File: src/rtl/sprite_mem_port_scheduler.sv
// ---------------------------------------------------------------------------
// sprite_mem_port_scheduler
//
// Purpose:
//   Time-slot scheduler for the single-port sprite memory that feeds
//   rgb_out_generator. Every pixel period is split into PIXEL_CLKS clocks.
//   Slot 0 is reserved for the display read while active_area is high. Every
//   other slot may carry one host write beat, handed over through a req/ack
//   handshake. Read data is captured into a per-pixel register that stays
//   stable across the pixel. The rf_vga_out strobe marks the last clock of
//   each pixel period.
//
// Parameters:
//   PIXEL_CLKS   clocks per pixel period (3..16)
//   SPR_MEM_LAT  sprite memory read latency in clocks (1..PIXEL_CLKS-2)
//   ADDR_W       sprite memory address width
//
// Ports:
//   clk              in   system clock
//   reset            in   asynchronous, active-high reset
//   active_area      in   visible-area flag (registered upstream)
//   disp_req         in   current pixel lies inside a sprite
//   disp_addr        in   sprite memory address for the current pixel
//   host_req         in   host write request, held until host_ack
//   host_addr        in   host write address
//   host_data        in   host write data {B,G,R}
//   host_ack         out  one-clock pulse once the write is committed
//   mem_addr         out  sprite memory address (combinational mux)
//   mem_wdata        out  sprite memory write data
//   mem_we           out  sprite memory write enable
//   mem_rdata        in   sprite memory read data
//   pix_sprite_data  out  captured sprite pixel, 9'h1FE when no sprite
//   pix_is_sprite    out  captured sprite flag for the current pixel
//   rf_vga_out       out  high in the last clock of each pixel period
// ---------------------------------------------------------------------------
module sprite_mem_port_scheduler #(
  parameter int PIXEL_CLKS  = 4,
  parameter int SPR_MEM_LAT = 1,
  parameter int ADDR_W      = 14
) (
  input  logic              clk,
  input  logic              reset,
  input  logic              active_area,
  input  logic              disp_req,
  input  logic [ADDR_W-1:0] disp_addr,
  input  logic              host_req,
  input  logic [ADDR_W-1:0] host_addr,
  input  logic [8:0]        host_data,
  output logic              host_ack,
  output logic [ADDR_W-1:0] mem_addr,
  output logic [8:0]        mem_wdata,
  output logic              mem_we,
  input  logic [8:0]        mem_rdata,
  output logic [8:0]        pix_sprite_data,
  output logic              pix_is_sprite,
  output logic              rf_vga_out
);

  localparam int              PH_W      = (PIXEL_CLKS > 1) ? $clog2(PIXEL_CLKS) : 1;
  localparam logic [PH_W-1:0] PH_LAST   = PH_W'(PIXEL_CLKS - 1);
  localparam logic [PH_W-1:0] PH_CAP    = PH_W'(SPR_MEM_LAT);
  localparam logic [8:0]      PIX_INVIS = 9'h1FE;

  typedef enum logic [1:0] {
    H_IDLE  = 2'd0,
    H_WRITE = 2'd1,
    H_ACK   = 2'd2
  } hstate_t;

  // Substitutes the transparent code whenever the pixel carries no sprite,
  // so downstream logic never sees stale RAM contents for empty pixels.
  function automatic logic [8:0] pix_select(input logic vld, input logic [8:0] rdata);
    return vld ? rdata : PIX_INVIS;
  endfunction

  logic [PH_W-1:0]   r_phase;
  logic              w_phase_last;
  logic              w_disp_slot;

  hstate_t           r_hstate;
  hstate_t           w_hstate_nxt;

  logic [ADDR_W-1:0] r_host_addr;
  logic [8:0]        r_host_data;

  logic              r_spr_vld_p0;
  logic [8:0]        r_pix_data_p1;
  logic              r_pix_spr_p1;

  // -------------------------------------------------------------------------
  // Pixel phase counter: free-running, independent of active_area so the
  // strobe keeps ticking through blanking.
  // -------------------------------------------------------------------------
  assign w_phase_last = (r_phase == PH_LAST);
  assign w_disp_slot  = (r_phase == '0) && active_area;
  assign rf_vga_out   = w_phase_last;

  always_ff @(posedge clk or posedge reset) begin
    if (reset) begin
      r_phase <= '0;
    end else if (w_phase_last) begin
      r_phase <= '0;
    end else begin
      r_phase <= r_phase + 1'b1;
    end
  end

  // -------------------------------------------------------------------------
  // Host write FSM: state register
  // -------------------------------------------------------------------------
  always_ff @(posedge clk or posedge reset) begin
    if (reset) begin
      r_hstate <= H_IDLE;
    end else begin
      r_hstate <= w_hstate_nxt;
    end
  end

  // Host write FSM: next-state logic. The write beat is the first H_WRITE
  // cycle not claimed by the display slot; a display slot only stalls it.
  always_comb begin
    w_hstate_nxt = r_hstate;
    case (r_hstate)
      H_IDLE:  if (host_req)     w_hstate_nxt = H_WRITE;
      H_WRITE: if (!w_disp_slot) w_hstate_nxt = H_ACK;
      H_ACK:                     w_hstate_nxt = H_IDLE;
      default:                   w_hstate_nxt = H_IDLE;
    endcase
  end

  // Host write FSM: outputs and memory port mux. The display read always
  // owns slot 0, even when no sprite is present, so the read timing seen by
  // the capture stage never depends on host traffic.
  always_comb begin
    mem_addr  = disp_addr;
    mem_wdata = r_host_data;
    mem_we    = 1'b0;
    host_ack  = (r_hstate == H_ACK);
    if (!w_disp_slot && (r_hstate == H_WRITE)) begin
      mem_addr = r_host_addr;
      mem_we   = 1'b1;
    end
  end

  // Request is latched on acceptance, so the host may drop or change its
  // bus once accepted without disturbing the pending write.
  always_ff @(posedge clk or posedge reset) begin
    if (reset) begin
      r_host_addr <= '0;
      r_host_data <= '0;
    end else if ((r_hstate == H_IDLE) && host_req) begin
      r_host_addr <= host_addr;
      r_host_data <= host_data;
    end
  end

  // -------------------------------------------------------------------------
  // Capture p0: remember at the read slot whether this pixel wants sprite data
  // -------------------------------------------------------------------------
  always_ff @(posedge clk or posedge reset) begin
    if (reset) begin
      r_spr_vld_p0 <= 1'b0;
    end else if (r_phase == '0) begin
      r_spr_vld_p0 <= disp_req && active_area;
    end
  end

  // -------------------------------------------------------------------------
  // Capture p1: take RAM data once the read latency has elapsed; held for
  // the rest of the pixel so it is stable under rf_vga_out.
  // -------------------------------------------------------------------------
  always_ff @(posedge clk or posedge reset) begin
    if (reset) begin
      r_pix_data_p1 <= PIX_INVIS;
      r_pix_spr_p1  <= 1'b0;
    end else if (r_phase == PH_CAP) begin
      r_pix_data_p1 <= pix_select(r_spr_vld_p0, mem_rdata);
      r_pix_spr_p1  <= r_spr_vld_p0;
    end
  end

  assign pix_sprite_data = r_pix_data_p1;
  assign pix_is_sprite   = r_pix_spr_p1;

endmodule
File: config.mk
export PLATFORM = sky130hd
export DESIGN_NAME = sprite_mem_port_scheduler
export DESIGN_NICKNAME = d
export VERILOG_FILES = /design/src/rtl/sprite_mem_port_scheduler.sv
export SDC_FILE = /design/constraint.sdc
export NUM_CORES = 1
export LEC_CHECK = 0
export ABC_AREA = 1
export CAP_MARGIN = 15
export CORE_MARGIN = 5
export CORE_UTILIZATION = 66
export DETAILED_ROUTE_END_ITERATION = 12
export DONT_BUFFER_PORTS = 1
export MAX_ROUTING_LAYER = met4
export PLACE_DENSITY = 0.82
export SLEW_MARGIN = 20
export SYNTH_ARGS = -nofsm -noshare
export SYNTH_HDL_FRONTEND = slang
export SYNTH_SLANG_ARGS = --single-unit
File: constraint.sdc
create_clock -name clk -period 2.3 [get_ports clk]
set_input_delay 0.345 -clock clk [delete_from_list [all_inputs] [get_ports clk]]
set_output_delay 0.345 -clock clk [all_outputs]
set_load 0.05 [all_outputs]
### Word level (Yosys, flattened, before mapping)

Cells that the tools add are included.
W data, S select, Z words.

* register bits: 38
* output and inout port bits: 36
* logic and storage cells: 29

* add/sub/neg operators: 1
* equal/unequal tests: 6
* mux-type cells: 7
* reductions and logical operators: 8

Operator list (number)
* $mux W14: 1
* $mux W9: 1
* $mux W2: 3
* $eq A2 B1 Y1 const B: 2
* $eq A2 B2 Y1 const B: 2
* $logic_and A1 B1 Y1: 4
* $logic_not A2 Y1: 2
* $ne A2 B2 Y1 const B: 2
* $pmux W2 S2: 1
* $add A2 B1 Y2 const B: 1
* $reduce_and A2 Y1: 1
* $logic_not A1 Y1: 1
* $mux W1: 1

### Logic depth before layout (Yosys ltp)

* depth after elaboration: 5
* depth in mapped cells: 7
* depth with buffers taken out: 6

### Worst setup path after synthesis

No wires, ideal clock.

* path kind: reg-to-output
* from: register r_phase[0]
* to: output port mem_addr[0]
* arrival time: 1.454 ns
* required time: 1.955 ns
* setup slack: 0.501 ns
* cell stages (with the launch flop): 7
* path through: dfrtp_1 > inv_1 > ha_1 > nand2_1 > buf_2 > nand4_1 > nand2_1

* longest elaborated chain between the ends: 5

Ends and longest elaborated chain
* from (decl): RTL line 76 `logic [PH_W-1:0] r_phase;`
* from (signal assigned): RTL line 104 `r_phase <= r_phase + 1'b1;`
* $logic_not A2 Y1: RTL line 95 `assign w_disp_slot = (r_phase == '0) && active_area;`
* $logic_and A1 B1 Y1: RTL line 95
* $logic_not A1 Y1: RTL line 139 `if (!w_disp_slot && (r_hstate == H_WRITE)) begin`
* $logic_and A1 B1 Y1: RTL line 139
* $mux W14: RTL line 139
* to (decl): RTL line 50 `output logic [ADDR_W-1:0] mem_addr,`

No other way between the ends.

### Worst setup path in the final report

* from: register r_phase[0]
* to: output port mem_addr[1]

The elaborated chain is that of the path after synthesis.

==> impl_metrics.ini <==
[hold_path]
worst_hold_path_type = in -> reg
min-delay-start = mem_rdata[5]
holdPathStages = 2
holdPathEnd = pix_sprite_data[5]

[worst_setup_path]
crit_required_ns = 1.96
critPathLaunchType = flip-flop
cp_max_fo = 10
crit_type = reg -> out
reg2reg_slack_ns = 0.73
cp_data_arrival_time_ns = 1.73
cp-end-kind = primary output
worstRegToRegCells = 4
r2r_start = r_hstate[0]
timing.rr.end = r_hstate[0]

[floorplan]
dieArea_mm2 = 0.00384
core_mm2 = 0.00252
io_pins = 87
die_y_um = 62.0
die-width_um = 62.0
num_rows = 18
initial_core_util_pct = 70.7

[final_layout]
syn_to_final_growth_pct = 6.11
final_common_cell = nand2_1
drive_gt1_share_pct = 18.8
fillCellCount = 184
antennaDiodeCount = 0
layout_common_cells = nand2_1 (62), dfrtp_1 (30), nor2_1 (26)
num-nets-final = 266
multi_input_area_um2 = 748
final-seq-area_um2 = 961

[detailed_routing]
route.detailed.drc = 0
wirelength_um = 3590
drtIter0Drc = 85
vias = 1395
wl_per_cell_um = 14.8
routed_via_density = 5.74
ant_nets = 0
drtPass1Iterations = 5

[global_route]
grt_max_degree = 26
antenna_found_initial = 0
grt_pass1_wl_um = 5870
grt-ovfl-total = 0
grt_pass1_vias = 1353
track_usage_pct = 21.1

[cts]
clk_pin_slew_ns = 0.10
cts_tree = built
clockBufferDepth = 2
post_cts_buffers = 0
numCtsBuffers = 5
cts_root_buffer = clkbuf_4
h-tree-depth = 2
cts_sinks = 38
clk_latency_ns = 0.31

[flow_run]
cap_violations = 0

[timing]
hold_viol = 0
setup_slack_ns = 0.221
max_freq_mhz = 481
relSlewSlack_pct = 65.1
rsz0062_at_grt = false
fin_setup_tns_ns = 0
fin_crit_sh_pct = 90.4
min_period_ns = 2.08
slew_viol_final = 0
setup_violations = 0
clock_skew_ns = 0.00588
worst_pin_slew_ns = 0.524

[synth]
synth_area_leaders = dfrtp_1 (42%), nand2_1 (16%), dfstp_2 (12%)
syn-cell-area_mm2 = 0.00178
yosysTopAreaCell = dfrtp_1
yosys_warnings = 0
avgSynthCellArea_um2 = 8.45
synth_nets = 265
netlist_instances = 211
ys_seq_area_share_pct = 53.9
synth_seq_cells = 38
synthDistinctLibCells = 17
synth_top_cell_area_share_pct = 42.1

[power]
power.switching_uw = 934
cellPowerDensity_mw_per_mm2 = 1070
sw_frac_of_total_pct = 46.3
seqPwrFrac_pct = 54.4
pwr-share-comb_pct = 28.9
ir_worst_vdd_v = 0.000924
power.share.clock_pct = 16.8
p_leak_uw = 0.000953
p_int_uw = 1080

[status]
status = completed

[placement]
gp_congestion = 0.753
dp_hpwl_um = 2780
dp_slack_ns = 0.350
io_buffer_count = 0
==> registers in the layout, indices dropped and copies added (netlist names) <==
signal,cells
mem_wdata,9
pix_is_sprite,1
pix_sprite_data,9
r_host_addr,14
r_hstate,2
r_phase,2
r_spr_vld_p0,1
==> stage by stage <==
stage | hold WS (ns) | area (um^2) | instances | total power [uW] | utilization, %
CTS | 0.132 | 1850 | 243 | 2010 | 73.5
floorplan | 0.442 | 1780 | 211 | 1610 | -
global placement | 0.274 | 1770 | 234 | 1640 | 70.2
detailed placement | 0.288 | 1770 | 234 | 1660 | 70.2
global route | 0.134 | 1890 | 243 | 2140 | 75.0
finish | 0.152 | 1890 | 243 | 2020 | 75.0
==> worst max-delay path: stages, from the launching register on <==
cell and delay, ns:
dfrtp_1 0.41, inv_1 0.06, ha_1 0.23, nand2_2 0.16
buf_4 0.19, nand4_1 0.11, nand2_2 0.26
==> cell families (layout without fill, tap and decap cells) <==
logic type | Yosys count | count (layout) | synth area share, %
AO/OA/AOI/OAI | 4 | 4 | 1.12
AND/OR/NAND/NOR | 145 | 145 | 36.1
flip-flops | 38 | 38 | 53.9
adder cells (fa/ha/maj) | 3 | 3 | 2.11
buffers and inverters | 21 | 23 | 6.81
==> routing by layer <==
metal  vias to the layer above  GRT usage [%]  part of all wire (%)
met2                        69           35.7                    48
met1                       644           25.4                    41
met5                         -              -                     0
li1                        680              -                     -
met4                         0           3.03                  0.22
met3                         2           6.82                    11
==> repair_timing <==
action | 4_1_cts | 5_1_grt
hold buffers | 1 | 0
endpoints found under the hold margin | 13 | 0
setup endpoints to repair | 5 | 15
gates resized for setup | 5 | 13
==> power groups by stage <==
stage	Sequential, uW	Clock [uW]	Combinational (uW)
after floorplan	1070	0	539
after global placement	1100	0	535
after detailed placement	1110	0	554
after CTS	1100	351	563
after global routing	1120	381	641
final	1100	338	582
==> Yosys cell counts (all sizes together) <==
| cell | n |
|---|---|
| nand4 | 14 |
| o21ai | 4 |
| nor2 | 27 |
| dfrtp | 30 |
| buf | 11 |
| inv | 9 |
| dfstp | 8 |
| nand3 | 26 |
| nand2 | 78 |
| ha | 3 |
| clkbuf | 1 |
==> worst max path at each step <==
stage / from / to / slack (ns) / cells after the start
2_1_floorplan: r_phase[0] / mem_addr[0] / 0.50 / 6
3_3_place_gp: r_phase[0] / mem_addr[0] / 0.44 / 6
3_5_place_dp: r_phase[0] / mem_addr[12] / 0.35 / 6
4_1_cts: r_phase[0] / mem_addr[10] / 0.003 / 6
5_1_grt: r_phase[0] / mem_addr[2] / 0.03 / 6
6_report: r_phase[0] / mem_addr[1] / 0.22 / 6
==> area by class of cell <==
type                            instances  area share [%]
Clock inverter                          1           0.265
Inverter                                9            1.98
Timing Repair Buffer                    6            2.51
Sequential cell                        38            50.8
Multi-Input combinational cell        152            39.6
Tap cell                               30            1.98
Clock buffer                            7            2.91
No activity file was read; power rests on OpenSTA's default activity.
